**src/rtl/btn_event_decoder_pkg.sv**
```systemverilog
// Shared types and default timing constants for the button event decoder.
// BTN_EVT_REPEAT_EN (see btn_event_decoder.sv) enables auto-repeat in LONG_HELD.
package btn_evt_pkg;

    typedef enum logic [2:0] {
        LOCKOUT        = 3'd0,
        IDLE           = 3'd1,
        PRESSED        = 3'd2,
        LONG_HELD      = 3'd3,
        WAIT_SECOND    = 3'd4,
        SECOND_PRESSED = 3'd5
    } btn_state_t;

    localparam int TICK_N_DEF       = 20;
    localparam int LONG_TICKS_DEF   = 96;
    localparam int DCLICK_TICKS_DEF = 24;
    localparam int REPEAT_TICKS_DEF = 16;

    function automatic int max3(input int a, input int b, input int c);
        int m;
        m = (a > b) ? a : b;
        return (m > c) ? m : c;
    endfunction

endpackage

```
**src/rtl/btn_event_decoder_if.sv**
```systemverilog
// Button level in, classified event pulses out.
// master: the decoder; slave: whatever drives db and consumes the events.
interface btn_event_decoder_if;

    logic db;
    logic press_p;
    logic release_p;
    logic single_p;
    logic dbl_p;
    logic long_p;
    logic held;

    modport master (
        input  db,
        output press_p, release_p, single_p, dbl_p, long_p, held
    );

    modport slave (
        output db,
        input  press_p, release_p, single_p, dbl_p, long_p, held
    );

endinterface

```
**src/rtl/btn_event_decoder_tick_gen.sv**
```systemverilog
// Free-running N-bit wrap counter; tick is high for the one cycle the counter reads zero.
module tick_gen #(
    parameter int N = 20
) (
    input  logic clk,
    input  logic reset,
    output logic tick
);

    logic [N-1:0] cnt_q;
    logic [N-1:0] cnt_d;

    always_comb begin
        cnt_d = cnt_q + 1'b1;
        tick  = (cnt_q == '0);
    end

    always_ff @(posedge clk or posedge reset) begin
        if (reset) cnt_q <= '0;
        else       cnt_q <= cnt_d;
    end

endmodule

```
**src/rtl/btn_event_decoder.sv**
```systemverilog
// Classifies a debounced button level into press/release/single/double/long events.
// Define BTN_EVT_REPEAT_EN to re-pulse press_p every REPEAT_TICKS while in LONG_HELD.
module btn_event_decoder
    import btn_evt_pkg::*;
#(
    parameter int TICK_N       = TICK_N_DEF,
    parameter int LONG_TICKS   = LONG_TICKS_DEF,
    parameter int DCLICK_TICKS = DCLICK_TICKS_DEF,
    parameter int REPEAT_TICKS = REPEAT_TICKS_DEF
) (
    input  logic                 clk,
    input  logic                 reset,
    btn_event_decoder_if.master  bus
);

    localparam int CW = $clog2(max3(LONG_TICKS, DCLICK_TICKS, REPEAT_TICKS) + 1);
    localparam logic [CW-1:0] LONG_C   = CW'(LONG_TICKS);
    localparam logic [CW-1:0] DCLICK_C = CW'(DCLICK_TICKS);

    logic            tick;
    btn_state_t      state_q, state_d;
    logic [CW-1:0]   cnt_q, cnt_d;
    logic            repeat_hit;
    logic            press_q, press_d;
    logic            release_q, release_d;
    logic            single_q, single_d;
    logic            dbl_q, dbl_d;
    logic            long_q, long_d;
    logic            held_q, held_d;

    tick_gen #(.N(TICK_N)) u_tick_gen (
        .clk   (clk),
        .reset (reset),
        .tick  (tick)
    );

`ifdef BTN_EVT_REPEAT_EN
    localparam logic [CW-1:0] REPEAT_C = CW'(REPEAT_TICKS);
    assign repeat_hit = (state_q == LONG_HELD) && bus.db && (cnt_q >= REPEAT_C);
`else
    assign repeat_hit = 1'b0;
`endif

    always_ff @(posedge clk or posedge reset) begin
        if (reset) state_q <= LOCKOUT;
        else       state_q <= state_d;
    end

    // A db change always takes priority over a timeout in the same cycle.
    always_comb begin
        state_d = state_q;
        case (state_q)
            LOCKOUT:        if (!bus.db) state_d = IDLE;
            IDLE:           if (bus.db)  state_d = PRESSED;
            PRESSED: begin
                if (!bus.db)              state_d = WAIT_SECOND;
                else if (cnt_q >= LONG_C) state_d = LONG_HELD;
            end
            LONG_HELD:      if (!bus.db) state_d = IDLE;
            WAIT_SECOND: begin
                if (bus.db)                 state_d = SECOND_PRESSED;
                else if (cnt_q >= DCLICK_C) state_d = IDLE;
            end
            SECOND_PRESSED: if (!bus.db) state_d = IDLE;
            default:        state_d = LOCKOUT;
        endcase
    end

    always_comb begin
        press_d   = ((state_q == IDLE) && bus.db) || ((state_q == WAIT_SECOND) && bus.db) || repeat_hit;
        release_d = !bus.db && ((state_q == PRESSED) || (state_q == LONG_HELD) ||
                                (state_q == SECOND_PRESSED));
        single_d  = (state_q == WAIT_SECOND) && !bus.db && (cnt_q >= DCLICK_C);
        dbl_d     = (state_q == WAIT_SECOND) && bus.db;
        long_d    = (state_q == PRESSED) && bus.db && (cnt_q >= LONG_C);
        held_d    = (state_d == PRESSED) || (state_d == LONG_HELD) || (state_d == SECOND_PRESSED);
    end

    // Tick count restarts on every state change and after each auto-repeat.
    always_comb begin
        cnt_d = cnt_q;
        if ((state_d != state_q) || repeat_hit) cnt_d = '0;
        else if (tick && (cnt_q != '1))         cnt_d = cnt_q + 1'b1;
    end

    always_ff @(posedge clk or posedge reset) begin
        if (reset) begin
            cnt_q     <= '0;
            press_q   <= 1'b0;
            release_q <= 1'b0;
            single_q  <= 1'b0;
            dbl_q     <= 1'b0;
            long_q    <= 1'b0;
            held_q    <= 1'b0;
        end else begin
            cnt_q     <= cnt_d;
            press_q   <= press_d;
            release_q <= release_d;
            single_q  <= single_d;
            dbl_q     <= dbl_d;
            long_q    <= long_d;
            held_q    <= held_d;
        end
    end

    assign bus.press_p   = press_q;
    assign bus.release_p = release_q;
    assign bus.single_p  = single_q;
    assign bus.dbl_p     = dbl_q;
    assign bus.long_p    = long_q;
    assign bus.held      = held_q;

endmodule
```
**src/flat_wrapper.sv**
```systemverilog
// flat-port wrapper written by rule: the top's interface ports become plain ports
module btn_event_decoder_flat import btn_evt_pkg::*;
#(
    parameter int TICK_N       = TICK_N_DEF,
    parameter int LONG_TICKS   = LONG_TICKS_DEF,
    parameter int DCLICK_TICKS = DCLICK_TICKS_DEF,
    parameter int REPEAT_TICKS = REPEAT_TICKS_DEF
)
  (clk, reset, bus_db, bus_press_p, bus_release_p, bus_single_p, bus_dbl_p, bus_long_p, bus_held);
  btn_event_decoder_if bus_i ();
  input  logic clk;
  input  logic reset;
  input wire logic [$bits(bus_i.db)-1:0] bus_db;
  output wire logic [$bits(bus_i.press_p)-1:0] bus_press_p;
  output wire logic [$bits(bus_i.release_p)-1:0] bus_release_p;
  output wire logic [$bits(bus_i.single_p)-1:0] bus_single_p;
  output wire logic [$bits(bus_i.dbl_p)-1:0] bus_dbl_p;
  output wire logic [$bits(bus_i.long_p)-1:0] bus_long_p;
  output wire logic [$bits(bus_i.held)-1:0] bus_held;
  assign bus_i.db = bus_db;
  assign bus_press_p = bus_i.press_p;
  assign bus_release_p = bus_i.release_p;
  assign bus_single_p = bus_i.single_p;
  assign bus_dbl_p = bus_i.dbl_p;
  assign bus_long_p = bus_i.long_p;
  assign bus_held = bus_i.held;
  btn_event_decoder #(.TICK_N(TICK_N), .LONG_TICKS(LONG_TICKS), .DCLICK_TICKS(DCLICK_TICKS), .REPEAT_TICKS(REPEAT_TICKS)) u_core (.clk(clk), .reset(reset), .bus(bus_i));
endmodule
```
**config.mk**
```make
export PLATFORM = sky130hd
export DESIGN_NAME = btn_event_decoder_flat
export DESIGN_NICKNAME = d
export VERILOG_FILES = /design/src/rtl/btn_event_decoder_pkg.sv /design/src/rtl/btn_event_decoder_if.sv /design/src/rtl/btn_event_decoder_tick_gen.sv /design/src/rtl/btn_event_decoder.sv /design/src/flat_wrapper.sv
export SDC_FILE = /design/constraint.sdc
export NUM_CORES = 1
export LEC_CHECK = 0
export CAP_MARGIN = 20
export CORE_AREA = 2 2 87 89
export DETAILED_ROUTE_END_ITERATION = 10
export DIE_AREA = 0 0 89 91
export GPL_ROUTABILITY_DRIVEN = 0
export PLACE_DENSITY_LB_ADDON = 0.12
export SYNTH_ARGS = -nofsm -noshare
export SYNTH_HDL_FRONTEND = slang
export SYNTH_SLANG_ARGS = --single-unit
export TNS_END_PERCENT = 5
```
**constraint.sdc**
```tcl
create_clock -name clk -period 2.7 [get_ports clk]
set_clock_uncertainty 0.05 [all_clocks]
set_input_delay 0.54 -clock clk [delete_from_list [all_inputs] [get_ports clk]]
set_output_delay 0.54 -clock clk [all_outputs]
set_load 0.02 [all_outputs]
```
==> out/metrics.yaml <==
status: "complete, no violations"
worst_pin_slew_ns: 0.640
crit_fanout: 7
drc_errors: 0
clkPwrFrac_pct: 29.7
synth_edf_count: 0
switchingPower_mw: 0.395
grtUsageTotal_pct: 10.1
r2r-end: "u_core.cnt_q[4]$_DFFE_PP0P_"
worst-r2r-cell-count: 6
dp.cells: 275
maxSlewHeadroom_pct: 57.0
die_w_um: 89
critPathLaunch: "u_core.u_tick_gen.cnt_q[0]$_DFF_PP0_"
slew_violations: 0
core_area_um2: 7140
synth_common_cells: "36 x dfrtp_1, 12 x nand4_1, 12 x xnor2_1"
die_y_um: 91
cts_resized: 0
area_growth_pct: 15.1
fin_crit_ns: 2.41
grt_pass1_vias: 1363
cts-buffers-inserted: 5
start_util_pct: 24.7
htree_levels: 2
p_leak_nw: 0.809
setup_viol: 0
clk_pin_slew_ns: 0.08
hold_violations: 0
synth_mux_area_share_pct: 0
synth_top_flop_cell: "dfrtp_1"
drt_pass1_iterations: 4
endpoint: "u_core.cnt_q[4]$_DFFE_PP0P_"
start_kind: "register"
async_flop_share_pct: 100
drt-wirelength-per-cell_um: 12.8
yosysSeqAreaShare_pct: 51.2
postSynthCellCount: 174
synth_area_um2: 1760
synth.net_count: 181
dieArea_um2: 8100
ios: 9
worstSkewPairLatency_ns: 0.29
hold_slack_ns: 0.432
yosys.area.top_type: "dfrtp_1"
netlist-cell-type-count: 37
numClockSinks: 36
rsz0062_at_grt: "false"
final_cells: 282
n_fill_cell: 773
synth_top_family_by_area: "simple AND/OR/NAND/NOR gates"
viasPerCell: 4.65
fin_crit_sh_pct: 89.1
pwr-share-seq_pct: 50.9
drt_wl_total_um: 3600
synth_seq_cells: 36
multi_input_area_um2: 802
maxCapViolCount: 0
reg2reg_slack_ns: 0.29
power.share.switching_pct: 31.1
drive_gt1_share_pct: 6.56
synth.top_cells.by_area: "dfrtp_1 51%, xnor2_1 6.0%, nand4_1 4.3%"
syn_avg_cell_area_um2: 10.1
initialDrtViolationCount: 64
num_rows: 31
grt_max_degree: 37
via_count: 1312
grt_pass1_wl_um: 6340
synth-adder-area-share_pct: 2.84
hold_class: "reg -> reg"
synth_warnings: 0
final_nets: 190
max_clock_freq_mhz: 416
root_buffer: "clkbuf_8"
grt-ovfl-total: 0
diodes: 0
internal_power_mw: 0.874
cts_tree: "built"
peakVddDrop_uv: 152
regToRegStartpoint: "u_core.u_tick_gen.cnt_q[0]$_DFF_PP0_"
antenna_found_initial: 0
ant_nets: 0
place_hpwl_um: 2540
synthSimpleGateAreaFrac_pct: 24.2
cts_buffer_depth: 2
critPathKind: "reg -> reg"
combPwrFrac_pct: 19.4
cp.required_ns: 2.86
cts_hold_buf: 0
synth_most_common_cell: "dfrtp_1"
portBuffers: 8
netlist.area_leader.share_pct: 51.2
seq_area_um2: 901
cp_data_arrival_time_ns: 2.57
power_density_nw_per_um2: 627
cts_setup_buffers: 0
synthXorXnorAreaFrac_pct: 9.45
tns_ns: 0
synth_compound_area_share_pct: 9.03
end_kind: "register"
layout make-up:
| class | instances | area share [%] |
|---|---|---|
| clock buffers | 5 | 3.40 |
| clock inverters | 2 | 0.618 |
| inverters | 8 | 1.48 |
| multi-input cells | 123 | 39.6 |
| flip-flops and latches | 36 | 44.5 |
| well taps | 99 | 6.11 |
| repair buffers | 9 | 4.32 |
how the worst min path moves through the flow:
stage                                               start                                    end  depth (start not counted)
detailed placement  u_core.u_tick_gen.cnt_q[19]$_DFF_PP0_  u_core.u_tick_gen.cnt_q[19]$_DFF_PP0_                          1
global route        u_core.u_tick_gen.cnt_q[19]$_DFF_PP0_  u_core.u_tick_gen.cnt_q[19]$_DFF_PP0_                          1
floorplan           u_core.u_tick_gen.cnt_q[19]$_DFF_PP0_  u_core.u_tick_gen.cnt_q[19]$_DFF_PP0_                          1
CTS                 u_core.u_tick_gen.cnt_q[19]$_DFF_PP0_  u_core.u_tick_gen.cnt_q[19]$_DFF_PP0_                          1
global placement    u_core.u_tick_gen.cnt_q[19]$_DFF_PP0_  u_core.u_tick_gen.cnt_q[19]$_DFF_PP0_                          1
finish              u_core.u_tick_gen.cnt_q[19]$_DFF_PP0_  u_core.u_tick_gen.cnt_q[19]$_DFF_PP0_                          1
flip-flops by register name, summed over array words and instances, names as in the netlist:
register,flops
u_core.u_tick_gen.cnt_q,20
u_core.cnt_q,7
u_core.state_q,3
u_core.bus.dbl_p,1
u_core.bus.held,1
u_core.bus.long_p,1
u_core.bus.press_p,1
u_core.bus.release_p,1
u_core.bus.single_p,1
layer usage:
| metal | vias up | part of all wire [%] | GRT usage [%] |
|---|---|---|---|
| met5 | - | 0 | 0 |
| met4 | 0 | 2.8 | 5.35 |
| met3 | 13 | 3.9 | 2.73 |
| met2 | 26 | 49 | 16.4 |
| met1 | 637 | 44 | 12.0 |
| li1 | 636 | - | - |
power groups by stage:
stage               Combinational, mW  Sequential [mW]  Clock [mW]
detailed placement              0.249            0.660           0
CTS                             0.251            0.649       0.390
global route                    0.278            0.660       0.417
global placement                0.249            0.657           0
floorplan                       0.202            0.628           0
finish                          0.246            0.646       0.377
kinds of logic after synthesis:
group	Yosys count
compound gates	24
buf+inv	15
fa+ha+maj	4
xor+xnor	19
simple gates	76
flops	36
worst max-delay path, cell delays in order, from the launching register on:
cell and delay, ns:
dfrtp_1 0.42, inv_1 0.10, ha_1 0.14, or4b_1 0.47, or3_1 0.47, or4_1 0.53, a21oi_1 0.15
placed cells by master, fill, tap and decap left out, types with 5 or more instances in the layout:
master	synthesis	final
a21oi_1	9	9
dfrtp_1	36	36
inv_1	8	8
nand3_1	11	11
nand2_1	11	11
nor3_1	6	6
nand4_1	12	12
clkdlybuf4s50_1	0	8
xnor2_1	12	12
nor2_1	10	10
xor2_1	7	7
clkbuf_8	0	5
stage by stage:
stage               instance area [um^2]  utilization (%)  power [mW]  worst slack (ns)
floorplan                           1760                -       0.830             0.412
global placement                    1940             27.2       0.905             0.369
CTS                                 2030             28.4        1.29             0.292
detailed placement                  1940             27.2       0.909             0.292
finish                              2030             28.4        1.27             0.294
global route                        2030             28.4        1.36             0.146
Note: power is estimated with default switching activity, not from simulation.
